### src/rtl/pipe_hazard_ctrl.sv
// Hazard/flush controller for a 5-stage (F,D,X,M,W) pipeline: keeps a per-stage
// scoreboard, resolves RAW/load-use hazards, redirects and memory-busy freezes.
module pipe_hazard_ctrl #(
    parameter int RA_W      = 5,
    parameter bit BYPASS_EN = 1'b1,
    parameter int CNT_W     = 16
) (
    input  logic             clk,
    input  logic             rst_n,
    input  logic             f_valid,
    input  logic [RA_W-1:0]  d_rs1,
    input  logic [RA_W-1:0]  d_rs2,
    input  logic             d_rs1_use,
    input  logic             d_rs2_use,
    input  logic [RA_W-1:0]  d_rd,
    input  logic             d_wen,
    input  logic             d_load,
    input  logic             x_redirect,
    input  logic             m_mem_busy,
    output logic             stall_f,
    output logic             stall_d,
    output logic             kill_f,
    output logic             redirect,
    output logic             valid_x,
    output logic             valid_m,
    output logic             valid_w,
    output logic [1:0]       fwd_a,
    output logic [1:0]       fwd_b,
    output logic [CNT_W-1:0] stall_cnt,
    output logic [CNT_W-1:0] flush_cnt
);

    typedef struct packed {
        logic            v;
        logic [RA_W-1:0] rd;
        logic            wen;
        logic            load;
    } stage_t;

    logic              vd_q, vd_d;
    stage_t            x_q, x_d, m_q, m_d, w_q, w_d;
    logic [CNT_W-1:0]  stall_cnt_q, stall_cnt_d;
    logic [CNT_W-1:0]  flush_cnt_q, flush_cnt_d;

    logic freeze, redir, hazard, stall;
    logic hx1, hx2, hm1, hm2, hw1, hw2;

    // x0 is hard-wired zero, so it can never be a producer worth waiting for.
    function automatic logic hit(stage_t s, logic [RA_W-1:0] rs, logic use_rs);
        return s.v & s.wen & (s.rd != '0) & (s.rd == rs) & use_rs;
    endfunction

    function automatic logic [1:0] fwd_sel(logic hx, logic hm, logic hw, logic x_load);
        logic [1:0] sel;
        sel = 2'd0;
        if (BYPASS_EN) begin
            if (hx & ~x_load) sel = 2'd1;
            else if (hm)      sel = 2'd2;
            else if (hw)      sel = 2'd3;
        end
        return sel;
    endfunction

    // NOTE: every always_comb output gets a default first so no path can infer a latch.
    always_comb begin
        hx1 = hit(x_q, d_rs1, d_rs1_use);
        hx2 = hit(x_q, d_rs2, d_rs2_use);
        hm1 = hit(m_q, d_rs1, d_rs1_use);
        hm2 = hit(m_q, d_rs2, d_rs2_use);
        hw1 = hit(w_q, d_rs1, d_rs1_use);
        hw2 = hit(w_q, d_rs2, d_rs2_use);

        freeze = m_q.v & m_mem_busy;
        redir  = x_q.v & x_redirect & ~freeze;
        hazard = vd_q & (((hx1 | hx2) & x_q.load)
                 | (~BYPASS_EN & (hx1 | hx2 | hm1 | hm2 | hw1 | hw2)));
        stall  = ~freeze & ~redir & hazard;

        stall_f  = freeze | stall;
        stall_d  = freeze | stall;
        kill_f   = redir;
        redirect = redir;
        fwd_a    = fwd_sel(hx1, hm1, hw1, x_q.load);
        fwd_b    = fwd_sel(hx2, hm2, hw2, x_q.load);

        vd_d = vd_q;
        x_d  = x_q;
        m_d  = m_q;
        w_d  = w_q;
        if (freeze) begin
            w_d = '0;
        end else if (redir) begin
            vd_d = 1'b0;
            x_d  = '0;
            m_d  = x_q;
            w_d  = m_q;
        end else if (stall) begin
            x_d = '0;
            m_d = x_q;
            w_d = m_q;
        end else begin
            vd_d = f_valid;
            x_d  = '{v: vd_q, rd: d_rd, wen: d_wen, load: d_load};
            m_d  = x_q;
            w_d  = m_q;
        end

        stall_cnt_d = stall_cnt_q;
        if (stall_d && (stall_cnt_q != '1)) stall_cnt_d = stall_cnt_q + 1'b1;
        flush_cnt_d = flush_cnt_q;
        if (redir && (flush_cnt_q != '1)) flush_cnt_d = flush_cnt_q + 1'b1;
    end

    // NOTE: sequential state uses non-blocking assignments so all flops update together.
    always_ff @(posedge clk or negedge rst_n) begin
        if (!rst_n) begin
            vd_q        <= 1'b0;
            x_q         <= '0;
            m_q         <= '0;
            w_q         <= '0;
            stall_cnt_q <= '0;
            flush_cnt_q <= '0;
        end else begin
            vd_q        <= vd_d;
            x_q         <= x_d;
            m_q         <= m_d;
            w_q         <= w_d;
            stall_cnt_q <= stall_cnt_d;
            flush_cnt_q <= flush_cnt_d;
        end
    end

    assign valid_x   = x_q.v;
    assign valid_m   = m_q.v;
    assign valid_w   = w_q.v;
    assign stall_cnt = stall_cnt_q;
    assign flush_cnt = flush_cnt_q;

endmodule
### config.mk
export PLATFORM = sky130hd
export DESIGN_NAME = pipe_hazard_ctrl
export DESIGN_NICKNAME = d
export VERILOG_FILES = /design/src/rtl/pipe_hazard_ctrl.sv
export SDC_FILE = /design/constraint.sdc
export NUM_CORES = 1
export LEC_CHECK = 0
export ABC_CLOCK_PERIOD_IN_PS = 2900
export CORE_MARGIN = 5
export CORE_UTILIZATION = 30
export CTS_CLUSTER_DIAMETER = 150
export DETAILED_ROUTE_END_ITERATION = 16
export PLACE_DENSITY_LB_ADDON = 0.3
export RECOVER_POWER = 25
export SETUP_SLACK_MARGIN = 0.5
export SYNTH_ARGS = -nofsm -noshare
export SYNTH_HDL_FRONTEND = slang
export SYNTH_SLANG_ARGS = --single-unit
### constraint.sdc
create_clock -name clk -period 2.9 [get_ports clk]
set_clock_uncertainty 0.15 [all_clocks]
set_input_delay 0.58 -clock clk [delete_from_list [all_inputs] [get_ports clk]]
set_output_delay 0.58 -clock clk [all_outputs]
set_load 0.01 [all_outputs]
==> metrics.txt, run 1 <==
outcome finished clean; Final Hold Violating Endpoints 0; Slew HR 6.574%; Seq/Total Area, Yosys 48.82%; Post-Synth XOR/XNOR Area 17.71%; critical path arrival 2.08 ns; Area after DPL 3791 um^2; Sink Count 55; total power per unit cell area 699.7 nW/um^2; Finished Layout Cells 498; max frequency 355.5 MHz; Yosys top cell area share 48.82%; antenna cells 0; Synth Flop Type dfrtp_1; DP Worst Slack -0.6357 ns; Max IR drop VDD 447.9 uV; HPWL after DPL 5333 um; Worst Path Max Fanout 2; mean post-synth cell area 10.33 um^2; Die ar. 11440 um^2; Simple-Gate Fraction of Synth Area 21.57%; Reg-to-Reg Start x_q[3]; sequential standard cell area 1380 um^2; max-cap violation count 0; largest family of logic cells by synthesized area simple AND/OR/NAND/NOR gates; CTS H-tree lvls 2; Final setup violation count 0; worst skew pair latency 0.32 ns; syn nets 299; CTS tree done; Clk pin slew, worst setup/hold paths 0.10 ns; largest net degree at the start of global routing 56; crit-path max cell delay 0.27 ns; layout cells sized above 1 29.46%; reg2reg path depth 12; Rows 35; top cells by count, synth 55 x dfrtp_1, 42 x nand2_1, 32 x xnor2_1, 25 x xor2_1, 19 x nand3_1; vias in the first global route 2552; top-count cell post-synth dfrtp_1; drt pass-1 iters 4; initial antenna violation count 0; RSZ-0062 raised after global routing true; Adder-Cell Fraction of Synth Area 0.8877%; area of the multi-input gates 1654 um^2; crit path cell chain dlygate4sd2_1, buf_4, xor2_1, nor4_1, nand3_1, buf_4, nor2_4, o32ai_4, buf_2; register bit total from synthesis 55; worst hold slack 0.3469 ns; nets 412; Buffers on Ports 66; total CTS buffers 5; Initial Util 30.65%; DRC Markers 0; via count 2405; CP startpoint kind input pin; Worst Path Required 2.17 ns; Fillers 875; fin area 4304 um^2; GP Congestion 0.7788; total track usage 13.45%; Yosys cell types 38; clock tree buffer depth 2; ys async rst share 100.0%; compound-gate portion of the synthesized area 7.146%; die width 106.9 um; post-synth top area cell dfrtp_1; period utilization 96.99%; total power draw 3.012 mW; Reg-to-Reg End stall_cnt[8]; Post-Route WL 7568 um; Routed WL per cell 15.20 um; fin crit period 2.813 ns; Placed Cells 471; Vias/cell 4.829; Worst Path Class, Setup in -> out; Top Ports 67; CORE AREA 9196 um^2; Least-Margin Pin Slew 1.401 ns; EDFF count, synth 0; drt initial violations 47; Post-CTS Hold Buffers 0; Slowest-stage cell, CP nor4_1; Gate Count Post-Synth 273; most used cell, CP buf_4; Root Buffer clkbuf_8; Detail Route Antenna Nets 0; Synth warnings 0; Die Ht 106.9 um; hold_sp flush_cnt[9]; cell area after synthesis 2819 um^2; P_leak 1.940 nW; first-pass GRT wire length 12300 um; CP endpoint kind output pin; hold path endpoint flush_cnt[9]; Max Slew Vio Count 0; Synth area leaders dfrtp_1 49%, xnor2_1 9.9%, xor2_1 7.8%; area grow syn2layout 52.69%; Final WS setup 0.08736 ns; multiplexer area fraction after synthesis 1.997%; reg2reg setup slack 0.20 ns; worst min path class reg -> reg; Hold Path Cell Cnt 1; grt total ovfl 0
## critical path: cells and delay by family
kind                      cells  cell delay (ns)
and+or+nand+nor               3             0.55
AOI/OAI and AO/OA             1             0.09
xor gates and xnor gates      1             0.13
buffers and inverters         4             0.73
## through the flow
stage | setup TNS, ns | utilization, %
floorplan | 0 | -
global placement | -5.539 | 41.22
detailed placement | -6.227 | 41.22
CTS | 0 | 45.43
global route | 0 | 46.80
finish | 0 | 46.80
## cells by family after synthesis
kind of cell    after synthesis
simple gates                117
xor+xnor                     57
flops                        55
compound gates               27
buf+inv                      10
mux                           5
fa+ha+maj                     2
## how the worst max path moves through the flow
| stage | start | endpoint | depth (start not counted) |
|---|---|---|---|
| CTS | m_q[3] | fwd_a[1] | 7 |
| global placement | d_rs1[1] | fwd_a[0] | 7 |
| detailed placement | d_rs1[1] | fwd_a[0] | 7 |
| floorplan | d_rs2[1] | stall_f | 7 |
| global route | w_q[3] | fwd_b[0] | 6 |
| finish | d_rs2[4] | fwd_b[0] | 9 |
## where the power goes
part	switching, mW	leakage, nW	internal, mW	total, mW
Sequential	0.272	0.714	0.976	1.25
Clock	0.281	0.0502	0.180	0.461
Combinational	0.591	1.18	0.712	1.30
## timing repair
| item | in CTS | in global routing |
|---|---|---|
| resized for setup | 99 | 15 |
| endpoints found under the setup margin | 32 | 23 |
| setup buffers | 10 | 9 |
| pin swaps | 37 | 17 |
## area by class of cell
type / count / share of cell area [%]
Tap cell: 111 / 3.227
Sequential cell: 55 / 32.06
Clock inverter: 3 / 0.6686
Timing Repair Buffer: 112 / 23.66
Multi-Input combinational cell: 208 / 38.43
Inverter: 4 / 0.3488
Clock buffer: 5 / 1.599
## layout by cell type, fill, tap and decap left out, drive strengths merged, types with 7 or more instances in the layout
master,count
dfrtp,55
nor2,10
buf,55
clkbuf,7
a22o,7
nand2,43
nand4,9
nor4,7
xnor2,32
xor2,25
and2,10
nand3,20
clkdlybuf4s50,48
## routing by layer
metal	up-vias	track usage, %	wire length (um)	share of wire [%]
met1	1185	17.00	3380	45
met3	7	3.913	379	5.0
met2	51	22.80	3772	50
met5	-	0	0	0
met4	0	2.922	36	0.48
li1	1162	-	-	-
## sequential cells by signal, indices dropped and copies added, names as in the netlist
| name | count |
|---|---|
| flush_cnt | 16 |
| stall_cnt | 16 |
| vd_q | 1 |
| m_q | 6 |
| w_q | 6 |
| valid_m | 1 |
| valid_x | 1 |
| valid_w | 1 |
| x_q | 7 |
No activity file was read; power rests on OpenSTA's default activity.
==> inputs of run 2 (changes only) <==
- HOLD_SLACK_MARGIN: unset -> 0.08
==> results of run 2 <==
Final layout, timing and power as in run 1 (identical DEF).
==> inputs of run 3 (changes only) <==
- CORE_UTILIZATION: 30 -> 35
==> metrics.txt, run 3 (synthesized netlist as in run 1, its figures left out) <==
hold_sp stall_cnt[9] (was flush_cnt[9]); drt pass-1 iters 4 (unchanged); area grow syn2layout 49.67% (was 52.69%); antenna cells 0 (unchanged); drt initial violations 103 (was 47); Worst Path Required 2.17 ns (about the same); Hold Path Cell Cnt 1 (unchanged); Root Buffer clkbuf_8 (unchanged); total track usage 14.66% (was 13.45%); clock tree buffer depth 2 (unchanged); Area after DPL 3782 um^2 (was 3791 um^2); Top Ports 67 (unchanged); worst min path class reg -> reg (unchanged); HPWL after DPL 5207 um (was 5333 um); Least-Margin Pin Slew 1.252 ns (was 1.401 ns); Die ar. 9949 um^2 (was 11440 um^2); Vias/cell 4.793 (was 4.829); fin area 4219 um^2 (was 4304 um^2); grt total ovfl 0 (unchanged); P_leak 1.907 nW (was 1.940 nW); Final Hold Violating Endpoints 0 (unchanged); via count 2339 (was 2405); Final WS setup 0.1674 ns (was 0.08736 ns); delay-heaviest family, CP simple AND/OR/NAND/NOR gates (was buffers and inverters); Slew HR 16.55% (was 6.574%); final core occ 54.32% (was 46.80%); reg2reg path depth 11 (was 12); outcome finished clean (unchanged); GP Congestion 0.8682 (was 0.7788); commonest non-fill, non-tap cell in the layout dfrtp_1 (unchanged); crit-path max cell delay 0.44 ns (was 0.27 ns); worst hold slack 0.3438 ns (was 0.3469 ns); CORE AREA 7767 um^2 (was 9196 um^2); total CTS buffers 5 (unchanged); critical path arrival 2.00 ns (was 2.08 ns); initial antenna violation count 0 (unchanged); Rows 32 (was 35); die width 99.75 um (was 106.9 um); Worst Path Buf+Inv 3 (was 4); CTS tree done (unchanged); DRC Markers 0 (unchanged); Die Ht 99.75 um (was 106.9 um); vias in the first global route 2496 (was 2552); largest net degree at the start of global routing 22 (was 56); Reg-to-Reg Start x_q[2] (was x_q[3]); total power draw 2.902 mW (was 3.012 mW); worst skew pair latency 0.31 ns (was 0.32 ns); CTS H-tree lvls 2 (unchanged); fin crit period 2.733 ns (was 2.813 ns); first-pass GRT wire length 11900 um (was 12300 um); CP startpoint kind flip-flop (was input pin); Initial Util 36.29% (was 30.65%); Sink Count 55 (unchanged); max frequency 366.0 MHz (was 355.5 MHz); Worst Path Class, Setup reg -> out (was in -> out); most used cell, CP buf_6 (was buf_4); nets 411 (was 412); Detail Route Antenna Nets 0 (unchanged); Buffers on Ports 66 (unchanged); hold path endpoint stall_cnt[9] (was flush_cnt[9]); Worst Path Max Fanout 3 (was 2); reg2reg setup slack 0.26 ns (was 0.20 ns); RSZ-0062 raised after global routing true (unchanged); Post-Route WL 7103 um (was 7568 um); Finished Layout Cells 488 (was 498); Slowest-stage cell, CP dfrtp_1 (was nor4_1); Placed Cells 464 (was 471); Reg-to-Reg End stall_cnt[8] (unchanged); Max IR drop VDD 419.2 uV (was 447.9 uV); crit path cell chain xor2_1, nor4_2, nand3_2, buf_6, a21oi_4, a21oi_2, inv_2, buf_6 (was dlygate4sd2_1, buf_4, xor2_1, nor4_1, nand3_1, buf_4, nor2_4, o32ai_4, buf_2); Fillers 695 (was 875); crit path from x_q[2] (was d_rs2[4]); Clk pin slew, worst setup/hold paths 0.11 ns (was 0.10 ns); period utilization 94.23% (was 96.99%); DP Worst Slack -0.5247 ns (was -0.6357 ns); max-cap violation count 0 (unchanged); CP endpoint kind output pin (unchanged); setup TNS 0 ns (unchanged); total power per unit cell area 687.8 nW/um^2 (was 699.7 nW/um^2); layout cells sized above 1 26.42% (was 29.46%); Final setup violation count 0 (unchanged); Routed WL per cell 14.56 um (was 15.20 um); most frequent cells in the layout 54 x dfrtp_1, 47 x clkdlybuf4s50_1, 38 x nand2_1, 29 x xnor2_1, 29 x buf_4 (was 52 x dfrtp_1, 48 x clkdlybuf4s50_1, 37 x nand2_1, 34 x buf_4, 29 x xnor2_1); Max Slew Vio Count 0 (unchanged)
==> run 3: repair_timing <==
action | in CTS | in global routing
setup endpoints to repair | 28 | 29
setup buffers | 11 | 5
hold buffers | 0 | 0
pin swaps | 23 | 17
resized for setup | 78 | 29
==> run 3: layout make-up <==
cell class                 instances  area, um^2  area share (%)
inverter                           4       15.01          0.3559
tap                              102       127.6           3.025
sequential                        55        1378           32.65
clock buffer                       5       68.82           1.631
timing repair buffer             111        1008           23.90
clock inverter                     3       25.02          0.5931
multi-input combinational        208        1597           37.84
==> run 3: worst max-delay path by stage <==
stage	to	slack, ns	cells past startpoint
2_1_floorplan	stall_f	0.52	7
3_3_place_gp	stall_d	-0.51	8
3_5_place_dp	fwd_a[0]	-0.52	7
4_1_cts	stall_d	0.14	8
5_1_grt	stall_d	0.01	8
6_report	stall_d	0.17	8
==> run 3: power by group <==
part,total (mW),switching (mW),internal [mW]
clock network,0.434,0.261,0.173
registers,1.23,0.253,0.975
logic,1.24,0.561,0.680
==> run 3: per-layer routing <==
metal  vias up  part of all wire, %  wire length (um)  GRT usage [%]
li1       1162                    -                 -              -
met1      1117                   45              3178          18.84
met2        54                   48              3435          24.47
met3         6                  6.0               427          3.927
met4         0                 0.86                61          3.676
met5         -                    0                 0              0
